[src/rtl/pipe_ctrl_pkg.sv]
// Shared types for the IF/ID hazard controller.
// Holds the FSM state encoding and opcode constants.
package pipe_ctrl_pkg;

   typedef enum logic [1:0] {
      RUN   = 2'd0,
      STALL = 2'd1,
      FLUSH = 2'd2,
      HALT  = 2'd3
   } ctrl_state_t;

   localparam logic [5:0] OP_LW = 6'b100011;

   // Sequencing count width; covers LOAD_STALL up to 7.
   localparam int CNT_W = 3;

endpackage

[src/rtl/hazard_detect.sv]
// Load-use hazard equation, shared with forwarding logic.
// Ports: mem_read/ex_rt from EX, id_rs/id_rt/uses_rt from ID, hazard out.
module hazard_detect (
   input  logic       mem_read,
   input  logic [4:0] ex_rt,
   input  logic [4:0] id_rs,
   input  logic [4:0] id_rt,
   input  logic       uses_rt,
   output logic       hazard
);

   // r0 is hard-wired zero, so a load into it never blocks anyone.
   assign hazard = mem_read && (ex_rt != 5'd0) &&
                   ((ex_rt == id_rs) ||
                    (uses_rt && (ex_rt == id_rt)));

endmodule

[src/rtl/pipe_hazard_ctrl.sv]
// IF/ID and PC sequencing: load-use stalls, redirect flushes,
// fetch wait states and HALT.
// Ports: CLK, Reset (sync, active-high); ID_op/ID_rs/ID_rt/ID_UsesRt
// from ID; EX_MemRead/EX_rt from EX; BranchTaken; ImemReady.
// Outputs: PCWrite, IF_ID_Write, IF_ID_Flush, ID_EX_Bubble, Halted.
// HAZARD_STATS_EN adds saturating StallCnt/FlushCnt outputs.
module pipe_hazard_ctrl
   import pipe_ctrl_pkg::*;
#(
   parameter int         LOAD_STALL = 1,
   parameter int         BR_PENALTY = 1,
   parameter logic [5:0] HALT_OP    = 6'b111111
) (
   input  logic        CLK,
   input  logic        Reset,
   input  logic [5:0]  ID_op,
   input  logic [4:0]  ID_rs,
   input  logic [4:0]  ID_rt,
   input  logic        ID_UsesRt,
   input  logic        EX_MemRead,
   input  logic [4:0]  EX_rt,
   input  logic        BranchTaken,
   input  logic        ImemReady,
   output logic        PCWrite,
   output logic        IF_ID_Write,
   output logic        IF_ID_Flush,
   output logic        ID_EX_Bubble,
   output logic        Halted
`ifdef HAZARD_STATS_EN
   ,
   output logic [15:0] StallCnt,
   output logic [15:0] FlushCnt
`endif
);

   localparam logic [CNT_W-1:0] LS_INIT = CNT_W'(LOAD_STALL - 1);
   localparam logic [CNT_W-1:0] BR_INIT = CNT_W'(BR_PENALTY - 1);
   localparam bit LS_MULTI = (LOAD_STALL > 1);
   localparam bit BR_MULTI = (BR_PENALTY > 1);

   ctrl_state_t      state, state_n;
   logic [CNT_W-1:0] cnt, cnt_n;
   logic             hazard;
   logic             is_halt;
   logic             stall_ev;

   hazard_detect u_hd (
      .mem_read (EX_MemRead),
      .ex_rt    (EX_rt),
      .id_rs    (ID_rs),
      .id_rt    (ID_rt),
      .uses_rt  (ID_UsesRt),
      .hazard   (hazard)
   );

   assign is_halt = (ID_op == HALT_OP);

   // State register
   always_ff @(posedge CLK) begin
      if (Reset) begin
         state <= RUN;
         cnt   <= '0;
      end else begin
         state <= state_n;
         cnt   <= cnt_n;
      end
   end

   // Next-state logic
   always_comb begin
      state_n = state;
      cnt_n   = cnt;
      unique case (state)
         RUN: begin
            if (BranchTaken) begin
               if (BR_MULTI) begin
                  state_n = FLUSH;
                  cnt_n   = BR_INIT;
               end
            end else if (is_halt) begin
               state_n = HALT;
            end else if (hazard) begin
               if (LS_MULTI) begin
                  state_n = STALL;
                  cnt_n   = LS_INIT;
               end
            end
         end
         STALL: begin
            // A redirect makes the stalled instruction dead.
            if (BranchTaken) begin
               if (BR_MULTI) begin
                  state_n = FLUSH;
                  cnt_n   = BR_INIT;
               end else begin
                  state_n = RUN;
                  cnt_n   = '0;
               end
            end else begin
               cnt_n = cnt - 1'b1;
               if (cnt == CNT_W'(1)) state_n = RUN;
            end
         end
         FLUSH: begin
            // Flush slots only count once a fetch actually lands.
            if (ImemReady) begin
               cnt_n = cnt - 1'b1;
               if (cnt == CNT_W'(1)) state_n = RUN;
            end
         end
         HALT: begin
            state_n = HALT;
         end
      endcase
   end

   // Output logic
   always_comb begin
      PCWrite      = 1'b0;
      IF_ID_Write  = 1'b0;
      IF_ID_Flush  = 1'b0;
      ID_EX_Bubble = 1'b0;
      Halted       = 1'b0;
      stall_ev     = 1'b0;
      if (Reset) begin
         IF_ID_Flush  = 1'b1;
         ID_EX_Bubble = 1'b1;
      end else begin
         unique case (state)
            RUN: begin
               if (BranchTaken) begin
                  PCWrite      = 1'b1;
                  IF_ID_Write  = 1'b1;
                  IF_ID_Flush  = 1'b1;
                  ID_EX_Bubble = 1'b1;
               end else if (is_halt) begin
                  ID_EX_Bubble = 1'b1;
               end else if (hazard) begin
                  ID_EX_Bubble = 1'b1;
                  stall_ev     = 1'b1;
               end else if (!ImemReady) begin
                  ID_EX_Bubble = 1'b1;
               end else begin
                  PCWrite      = 1'b1;
                  IF_ID_Write  = 1'b1;
               end
            end
            STALL: begin
               if (BranchTaken) begin
                  PCWrite      = 1'b1;
                  IF_ID_Write  = 1'b1;
                  IF_ID_Flush  = 1'b1;
                  ID_EX_Bubble = 1'b1;
               end else begin
                  ID_EX_Bubble = 1'b1;
                  stall_ev     = 1'b1;
               end
            end
            FLUSH: begin
               PCWrite      = ImemReady;
               IF_ID_Write  = 1'b1;
               IF_ID_Flush  = 1'b1;
               ID_EX_Bubble = 1'b1;
            end
            HALT: begin
               ID_EX_Bubble = 1'b1;
               Halted       = 1'b1;
            end
         endcase
      end
   end

`ifdef HAZARD_STATS_EN
   always_ff @(posedge CLK) begin
      if (Reset) begin
         StallCnt <= '0;
         FlushCnt <= '0;
      end else begin
         if (stall_ev && (StallCnt != 16'hFFFF))
            StallCnt <= StallCnt + 16'd1;
         if (IF_ID_Flush && (FlushCnt != 16'hFFFF))
            FlushCnt <= FlushCnt + 16'd1;
      end
   end
`else
   logic unused_stall_ev;
   assign unused_stall_ev = stall_ev;
`endif

endmodule

[config.mk]
export PLATFORM = sky130hd
export DESIGN_NAME = pipe_hazard_ctrl
export DESIGN_NICKNAME = d
export VERILOG_FILES = /design/src/rtl/pipe_ctrl_pkg.sv /design/src/rtl/hazard_detect.sv /design/src/rtl/pipe_hazard_ctrl.sv
export SDC_FILE = /design/constraint.sdc
export NUM_CORES = 1
export LEC_CHECK = 0
export BUFFER_PORTS_ARGS = -buffer_cell sky130_fd_sc_hd__buf_2
export CAP_MARGIN = 20
export CORE_MARGIN = 2
export CORE_UTILIZATION = 38
export DETAILED_ROUTE_END_ITERATION = 7
export PLACE_DENSITY = 0.73
export RECOVER_POWER = 100
export SLEW_MARGIN = 20
export SYNTH_ARGS = -nofsm -noshare
export SYNTH_HDL_FRONTEND = slang
export SYNTH_HIERARCHICAL = 1
export SYNTH_SLANG_ARGS = --single-unit
[constraint.sdc]
create_clock -name CLK -period 2.2 [get_ports CLK]
set_input_delay 0.44 -clock CLK [delete_from_list [all_inputs] [get_ports CLK]]
set_output_delay 0.44 -clock CLK [all_outputs]
set_load 0.005 [all_outputs]
==> results of run 1 <==
-- cell type report --
class                           instances  area, sq um
Tap cell                               16         20.0
Timing Repair Buffer                   36          205
Clock buffer                            4         26.3
Multi-Input combinational cell         56          453
Sequential cell                         5          100
Fill cell                             143          616
Inverter                                9         33.8
-- state kept, by name (all words and copies together), names as in the netlist --
signal / count
cnt: 3
state: 2
-- cell usage after synthesis, drive strengths merged (2+ instances only) --
master	number	share of area
nor2	2	0.013
nand2	5	0.033
o22ai	2	0.022
nor2b	2	0.022
inv	9	0.059
a21oi	2	0.017
o21ai	4	0.035
dfxtp	5	0.17
nand2b	2	0.026
a31oi	2	0.022
a211oi	3	0.048
xor2	7	0.11
ha	7	0.15
nand3	3	0.026
o21a	2	0.026
xnor2	3	0.046
-- kinds of logic after synthesis --
family | share of synthesized area
simple gates | 0.211
compound gates | 0.246
buf+inv | 0.0652
flops | 0.174
xor+xnor | 0.152
fa+ha+maj | 0.152
-- final timing paths --
check	from	to	slack (ns)	cells past startpoint
max	EX_rt[4]	IF_ID_Write	-0.29	9
min	cnt[0]	cnt[0]	0.48	2
max reg2reg	state[1]	cnt[2]	0.76	5
min reg2reg	cnt[0]	cnt[0]	0.48	2
-- per-layer routing --
layer	vias up	track usage	share of wire
met3	0	0.0596	0.074
met2	19	0.285	0.51
li1	328	-	-
met1	289	0.218	0.42
met4	0	0.0188	0
met5	-	0	0
-- per-stage QoR --
step / hold WS, ns / utilization / worst slack, ns
floorplan: 0.454 / - / -0.0117
global placement: 0.468 / 0.534 / -0.284
detailed placement: 0.476 / 0.534 / -0.284
CTS: 0.482 / 0.557 / -0.277
global route: 0.512 / 0.577 / -0.412
finish: 0.480 / 0.577 / -0.288
-- timing repair --
item                                    CTS  global route
buffers inserted                          0             1
gates resized for setup                   1             4
endpoints found under the setup margin    3             3
gates cloned                              0             0
pin swaps                                 0             4
-- power groups by stage --
| stage | logic [uW] | clock network, uW | registers, uW |
|---|---|---|---|
| floorplan | 331 | 0 | 168 |
| global placement | 430 | 0 | 177 |
| detailed placement | 445 | 0 | 178 |
| CTS | 448 | 109 | 176 |
| global route | 539 | 115 | 185 |
| finish | 465 | 104 | 175 |
-- worst register-to-register path, stage by stage, from the launching register on --
cell and delay [ns]:
sky130_fd_sc_hd__dfxtp_1 0.42, sky130_fd_sc_hd__ha_1 0.30, sky130_fd_sc_hd__nand2b_1 0.18, sky130_fd_sc_hd__nand3_1 0.12, sky130_fd_sc_hd__o21ai_0 0.09, sky130_fd_sc_hd__a211oi_1 0.24
==> impl_summary.md, run 1 <==
Timing
Setup total negative slack on the finished layout was measured at -0.644 ns. The slew at the pin closest to its max-slew limit is approximately 0.21 ns. The fmax is between 400 and 500 MHz. The count of pins over their slew limit is 0. The final clock skew is around 0.0026 ns. The number of endpoints failing setup at the final stage is 3. In the finished design, the share of the clock period the worst path needs comes to 1.13. The headroom to the max-slew limit is 0.858. The final critical-path setup slack is -0.288 ns.

Setup repair after global routing could not meet its margin everywhere. Counting I/O delays and the setup requirement, the final critical path takes ~2.5 ns. The final number of hold-violating endpoints came to 0.

Routing
For this run, the detailed router's first-pass iteration total came to 4. The count of nets left with antenna violations once routing finished came out at 0. The average vias per placed instance is 5.05. In the final routed layout, each cell accounts on average for between 10 and 15 um. The number of DRC markers in iteration 0 is 5. In the routed design, unresolved DRC markers number 0.

For this block, the routed nets add up to between 1000 and 1500 um of wire. The total number of vias is between 600 and 700.

Critical path
The family with the most delay on the worst path is compound AO/OA/AOI/OAI gates. Traced cell by cell, the critical path runs through buf_6, or4_1, o21ai_1, a21oi_1, nand3b_1, a31oi_2, o22ai_2, a211oi_2, buf_2. The required time at the endpoint of the critical path is between 1.5 and 2 ns.

The category of the most critical setup path is input port to output port. The critical path contains buffers and inverters numbering 2 combined. The launching element type of the critical path is an input port. The worst setup path is captured at an output port. The largest incremental delay on the critical path is 0.51 ns. Data arrives at the worst endpoint at 2.05 ns.

The cell with the biggest individual delay on the critical path is sky130_fd_sc_hd__or4_1. Of all nets on the critical path, the largest fanout is 2.

Placement
The final weighted congestion in routability-driven placement is 0.813. Counting tap cells, the placed design contains a total of between 100 and 150 instances. The number of input and output port buffers inserted is 31. The HPWL after detailed placement is between 1000 and 1500 um. Once placement finished, the instance area stood at between 700 and 800 sq um.

Layout
In the final layout, the share of cells above drive strength 1 is 0.418. The post-layout instance area is between 800 and 900 sq um. The number of diodes is 0.

After the last flow step, the layout net total stands at between 100 and 150. The area growth from synthesis to layout is 45.7%. The top cell types in the final layout, fill and taps aside, are sky130_fd_sc_hd__buf_2 (28), sky130_fd_sc_hd__inv_1 (9), sky130_fd_sc_hd__ha_1 (7), sky130_fd_sc_hd__xor2_1 (7). The count of non-filler cells in the finished layout is 126. The most common cell after layout, fill and taps aside is sky130_fd_sc_hd__buf_2.

Job
Across the run, the number of max-cap violations was 0.

Logic synthesis
The post-synthesis register bit count is 5. Of the synthesized area, sequential elements account for 0.174. After synthesis, the share of flip-flops with an asynchronous set or reset is 0. The number of distinct library cells after synthesis is 30. The number of synthesis warnings is 6. Counting flops with a built-in enable in the synthesized netlist gives 0. The mapped netlist covers roughly 580 sq um. Synthesis produced a netlist with a net count of ~110.

Synthesis produced a netlist whose cell count is 71. In the synthesized netlist the dominant register cell turns out to be sky130_fd_sc_hd__dfxtp_1. A synthesized cell averages approximately 8 sq um.

CTS
The cell sitting at the root of the clock tree is a sky130_fd_sc_hd__clkbuf_4. The clock insertion delay at the later pin of the skew report is approximately 0.24 ns. Counting the buffers created by CTS gives 3. After clock tree synthesis, the clock-pin slew on the worst setup and hold paths is around 0.040 ns. The maximum level of the CTS H-tree is 1. No sink is reached through more buffers than the 2 on the longest clock path. TritonCTS built the clock tree. The TritonCTS sink count is 5. The cts-stage hold buffer count is 0.

Die
The width of the chip is around 43 um. The core region is around 1500 sq um. The die height is around 43 um. The standard-cell row count is 14. For this configuration, the core starts out at a cell density of 0.396. The total die area is 1840 sq um. The I/O pin count is 32.

Worst hold path
The path class of the tightest hold or removal check is flip-flop to flip-flop.

Global routing
The total routing resource utilization after global routing is 0.171. The number of global-route vias before repair is between 600 and 700. The pin count of the biggest net entering global routing is 10.

The total overflow reported by the global router is 0. The number of antenna violations at the first check in global routing is 0. The first global-routing pass estimated approximately 2500 um of wire.

Outcome
The run finished, with violations left. The final reports fail on negative setup slack.

Power and ir drop
The switching part of the total is 0.430. For this design the total switching power over the nets is roughly 320 uW. Summed over all cells, the static leakage comes to 0.000394 uW.

The part of the power in registers is 0.235. The cell-internal power is about 420 uW. The power per cell area is 888 nW/um^2. The share of total power dissipated in the clock network is 0.140. The share of total power dissipated in combinational logic is 0.625. The worst ir drop on vdd is approximately 580 uV.

The total power consumption of the routed design is approximately 740 uW.
Power figures use the tool's default switching activity.
==> inputs of run 2 (changes only) <==
--- a/config.mk
+++ b/config.mk
@@ -8,12 +8,11 @@
 export BUFFER_PORTS_ARGS = -buffer_cell sky130_fd_sc_hd__buf_2
 export CAP_MARGIN = 20
 export CORE_MARGIN = 2
-export CORE_UTILIZATION = 38
+export CORE_UTILIZATION = 40
 export DETAILED_ROUTE_END_ITERATION = 7
-export PLACE_DENSITY = 0.73
+export PLACE_DENSITY = 0.74
 export RECOVER_POWER = 100
 export SLEW_MARGIN = 20
 export SYNTH_ARGS = -nofsm -noshare
 export SYNTH_HDL_FRONTEND = slang
-export SYNTH_HIERARCHICAL = 1
 export SYNTH_SLANG_ARGS = --single-unit
==> impl_summary.md, run 2 <==
Logic synthesis
Ranked by instance count, the synthesized netlist is headed by sky130_fd_sc_hd__nand2_1 (11), sky130_fd_sc_hd__xnor2_1 (10), sky130_fd_sc_hd__ha_1 (7), sky130_fd_sc_hd__inv_1 (7). The area share of the largest cell type after synthesis is 0.156. The synthesized instance count is 83. The post-synthesis instance area is ~640 sq um. In this run, synthesis inferred 0 flip-flops with an integrated enable. After synthesis, the cell types taking the most area are sky130_fd_sc_hd__dfxtp_1 (16%), sky130_fd_sc_hd__ha_1 (14%), sky130_fd_sc_hd__xnor2_1 (14%).

After synthesis the netlist holds a flip-flop and latch count of 5. The post-synth net total is between 100 and 150. The sequential cell area fraction in the yosys report is 0.156.

For this run, the number of Yosys warnings is 0. A synthesized cell averages just under 8 sq um. The proportion of register bits with asynchronous set or reset after synthesis is 0.

The leading cell type by number of instances after synthesis is sky130_fd_sc_hd__nand2_1. sky130_fd_sc_hd__dfxtp_1 takes more of the synthesized area than any other cell. The most common flop cell mapped by yosys is sky130_fd_sc_hd__dfxtp_1. The number of distinct library cells after synthesis is 32.

Timing
The number of endpoints failing setup at the final stage is 0. The count of pins over their slew limit was 0. The sum of negative setup slack is 0 ns. The slew at the pin closest to its max-slew limit is ~0.34 ns. The final critical-path required period is ~2.1 ns. The final number of hold-violating endpoints is 0. The final critical-path setup slack is 0.118 ns. The worst hold-check slack is 0.503 ns.

For this run, the top clock speed supported by timing is 480 MHz. The post-route clock period utilization is 0.946. Measured against its own limit, the worst slew margin works out to 0.773. Setup repair after global routing left no endpoint under its margin. The final clock skew is roughly 0.0042 ns.

CTS
After clock tree synthesis, the setup repair step added 0 buffers. After clock tree synthesis, the clock-pin slew on the worst setup and hold paths is ~0.040 ns. For the worst-skew pair, the clock arrives at the later sink with an insertion delay of between 0.2 and 0.25 ns. The clock tree from TritonCTS is yes.

For this design, the sink count on the clock tree is 5. The maximum buffer depth of the clock tree is 2. The maximum level of the CTS H-tree is 1. The cell sitting at the root of the clock tree is a sky130_fd_sc_hd__clkbuf_4.

TritonCTS created 3 clock buffers.

Placement
Port buffering added 31 buffers. The final weighted congestion in routability-driven placement is 0.701. The worst slack at placement is ~0.26 ns.

The HPWL after detailed placement is 1170 um. The instance area after placement is ~800 sq um.

Die
The area of the core is between 1500 and 2000 sq um. The initial cell density of the core is 0.425. The I/O pin count is 32. The width of the chip is 44.0 um. The die covers around 1900 sq um. The standard-cell row count is 14. The die is about 44 um tall.

Critical path
The number of gates on the worst path with buffers counted is 7. The largest incremental delay on the critical path is around 0.34 ns. The launching element type of the critical path is a flip-flop. The destination of the critical timing path is PCWrite. The worst setup path is of the flip-flop to output port kind.

The maximum fanout count along the critical path is 6. The endpoint class of the critical path is an output port. The count of buffering cells on the critical path with inverters included is 2. Data on the critical path is required at its endpoint by between 1.5 and 2 ns. The critical path goes through inv_2, ha_4, nand2_1, a31oi_4, nor3b_1, a2111oi_2, clkbuf_1.

The cell with the biggest individual delay on the critical path is sky130_fd_sc_hd__dfxtp_2. At the worst endpoint, the arrival time is 1.64 ns. The most critical setup path has its startpoint at state[0]. The kind of cell with the highest combined delay along the critical path is compound AO/OA/AOI/OAI gates. In this run the register-to-register setup slack is roughly 0.82 ns. The logic depth of the worst register-to-register path is 6.

In this run the critical register-to-register path is captured at state[0]. The startpoint identified for the worst register-to-register timing path is state[1].

Outcome
The run finished with clean final reports.

Power and ir drop
The worst ir drop on vdd is 417 uV. The switching power is ~85 uW. The switching part of the total is 0.285. The reported leakage power is between 0.0003 and 0.0004 uW. The cell-internal power is 212 uW. The clock network power share is 0.355. The share of total power dissipated in sequential elements is 0.322.

The share of total power dissipated in combinational logic is 0.323. Power spread over the standard cell area amounts to between 300 and 400 nW/um^2.

Routing
Across all layers, the routed design uses 673 vias. The number of nets with antenna violations after routing is 0. Before antenna repair, the detailed router went through 4 iterations. The count of unresolved DRC violations after routing is 0. Using the TritonRoute via totals, the vias-per-cell ratio works out to ~5.1. After detailed routing, the average wire length per cell comes to 10.7 um. For this block, the initial DRC count from the detailed router was 16. The final wirelength is between 1000 and 1500 um.

Layout
The post-layout instance area is roughly 860 sq um. Of the cells placed in the final design, the portion with a size suffix greater than 1 is 0.371. After filler insertion, the fill cell instance count of the layout stands at between 150 and 200.

The most common cell after layout, fill and taps aside is sky130_fd_sc_hd__buf_2. The repair_antennas step left the layout with diodes totalling 0. In the final design database the tool counted around 150 nets. cnt holds more flip-flops than any other register.

The layout overhead on the synthesized area is 33.8%. The largest registers in the layout are cnt: 3 flops, state: 2 flops. The top cell types in the final layout, fill and taps aside, are sky130_fd_sc_hd__buf_2 (28), sky130_fd_sc_hd__nand2_1 (11), sky130_fd_sc_hd__xnor2_1 (10).

The flip-flop count of the largest register, all copies and words added is 3.

Global routing
The number of antenna violations at the first check in global routing came to 0. The pin count of the biggest net entering global routing is 11. The total overflow reported by the global router is 0. The first global-routing pass estimated around 2400 um of wire. The number of global-route vias before repair is 601. Across every metal layer, demand over resource in global routing totals 0.167.

Job
The tool flagged a number of max-cap violations equal to 0.

Worst hold path
The worst hold path belongs to the class input port to flip-flop.
run 2: cell count changes after synthesis, sizes merged, moves of 3 or more:
cell,before,now
xnor2,3,10
nor2,2,5
a21oi,2,5
xor2,7,0
nand2,5,11
run 2: kinds of logic (layout without fill, tap and decap cells):
kind of cell	count (synthesis)	in the layout	share of synthesized area
xor gates and xnor gates	10	10	0.137
buffers and inverters	9	42	0.0547
DFF	5	5	0.156
AOI/OAI and AO/OA	19	19	0.232
and+or+nand+nor	33	33	0.283
adders and majority gates	7	7	0.137
run 2: worst min path at each step:
stage,endpoint,startpoint,cells after the start,slack (ns)
floorplan,cnt[0],cnt[0],1,0.47
global placement,cnt[0],cnt[0],1,0.49
detailed placement,cnt[0],cnt[0],1,0.50
CTS,cnt[0],cnt[0],1,0.50
global route,state[0],Reset,2,0.52
finish,state[1],Reset,2,0.50
run 2: power by group through the flow:
stage               sequential (uW)  combinational [uW]  clock (uW)
global route                   95.8                 107         121
detailed placement             96.7                95.4           0
global placement               96.6                93.4           0
finish                         95.5                95.8         106
CTS                            95.2                96.0         109
floorplan                      96.3                54.5           0
run 2: through the flow:
step	util	std cells	total power (uW)
global route	0.569	132	324
detailed placement	0.536	128	192
CTS	0.555	132	300
global placement	0.536	128	190
finish	0.569	132	297
floorplan	-	83	151
run 2: layer usage:
layer,global-route usage,wire [um]
met1,0.191,608
met2,0.294,646
met3,0.0612,147
met4,0.0364,15
met5,0,0
run 2: layout make-up:
type                       count  area, sq um  area share
multi-input combinational     69          531       0.619
timing repair buffer          31          151       0.177
sequential                     5          103       0.120
clock buffer                   4         26.3      0.0307
inverter                       7         26.3      0.0307
tap                           16         20.0      0.0234
run 2: timing repair:
| item | CTS | global route |
|---|---|---|
| resized for setup | 1 | 7 |
| endpoints found under the hold margin | 0 | 0 |
| hold buffers | 0 | 0 |
| pin swaps | 0 | 0 |
| setup endpoints to repair | 1 | 1 |
run 2: worst reg2reg max path, delay by kind of cell, from the launching register on:
| kind | cells | cell delay (ns) |
|---|---|---|
| AO/OA/AOI/OAI | 3 | 0.43 |
| AND/OR/NAND/NOR | 1 | 0.25 |
| flip-flops | 1 | 0.40 |
| buffers and inverters | 1 | 0.07 |
| adder cells (fa/ha/maj) | 1 | 0.16 |
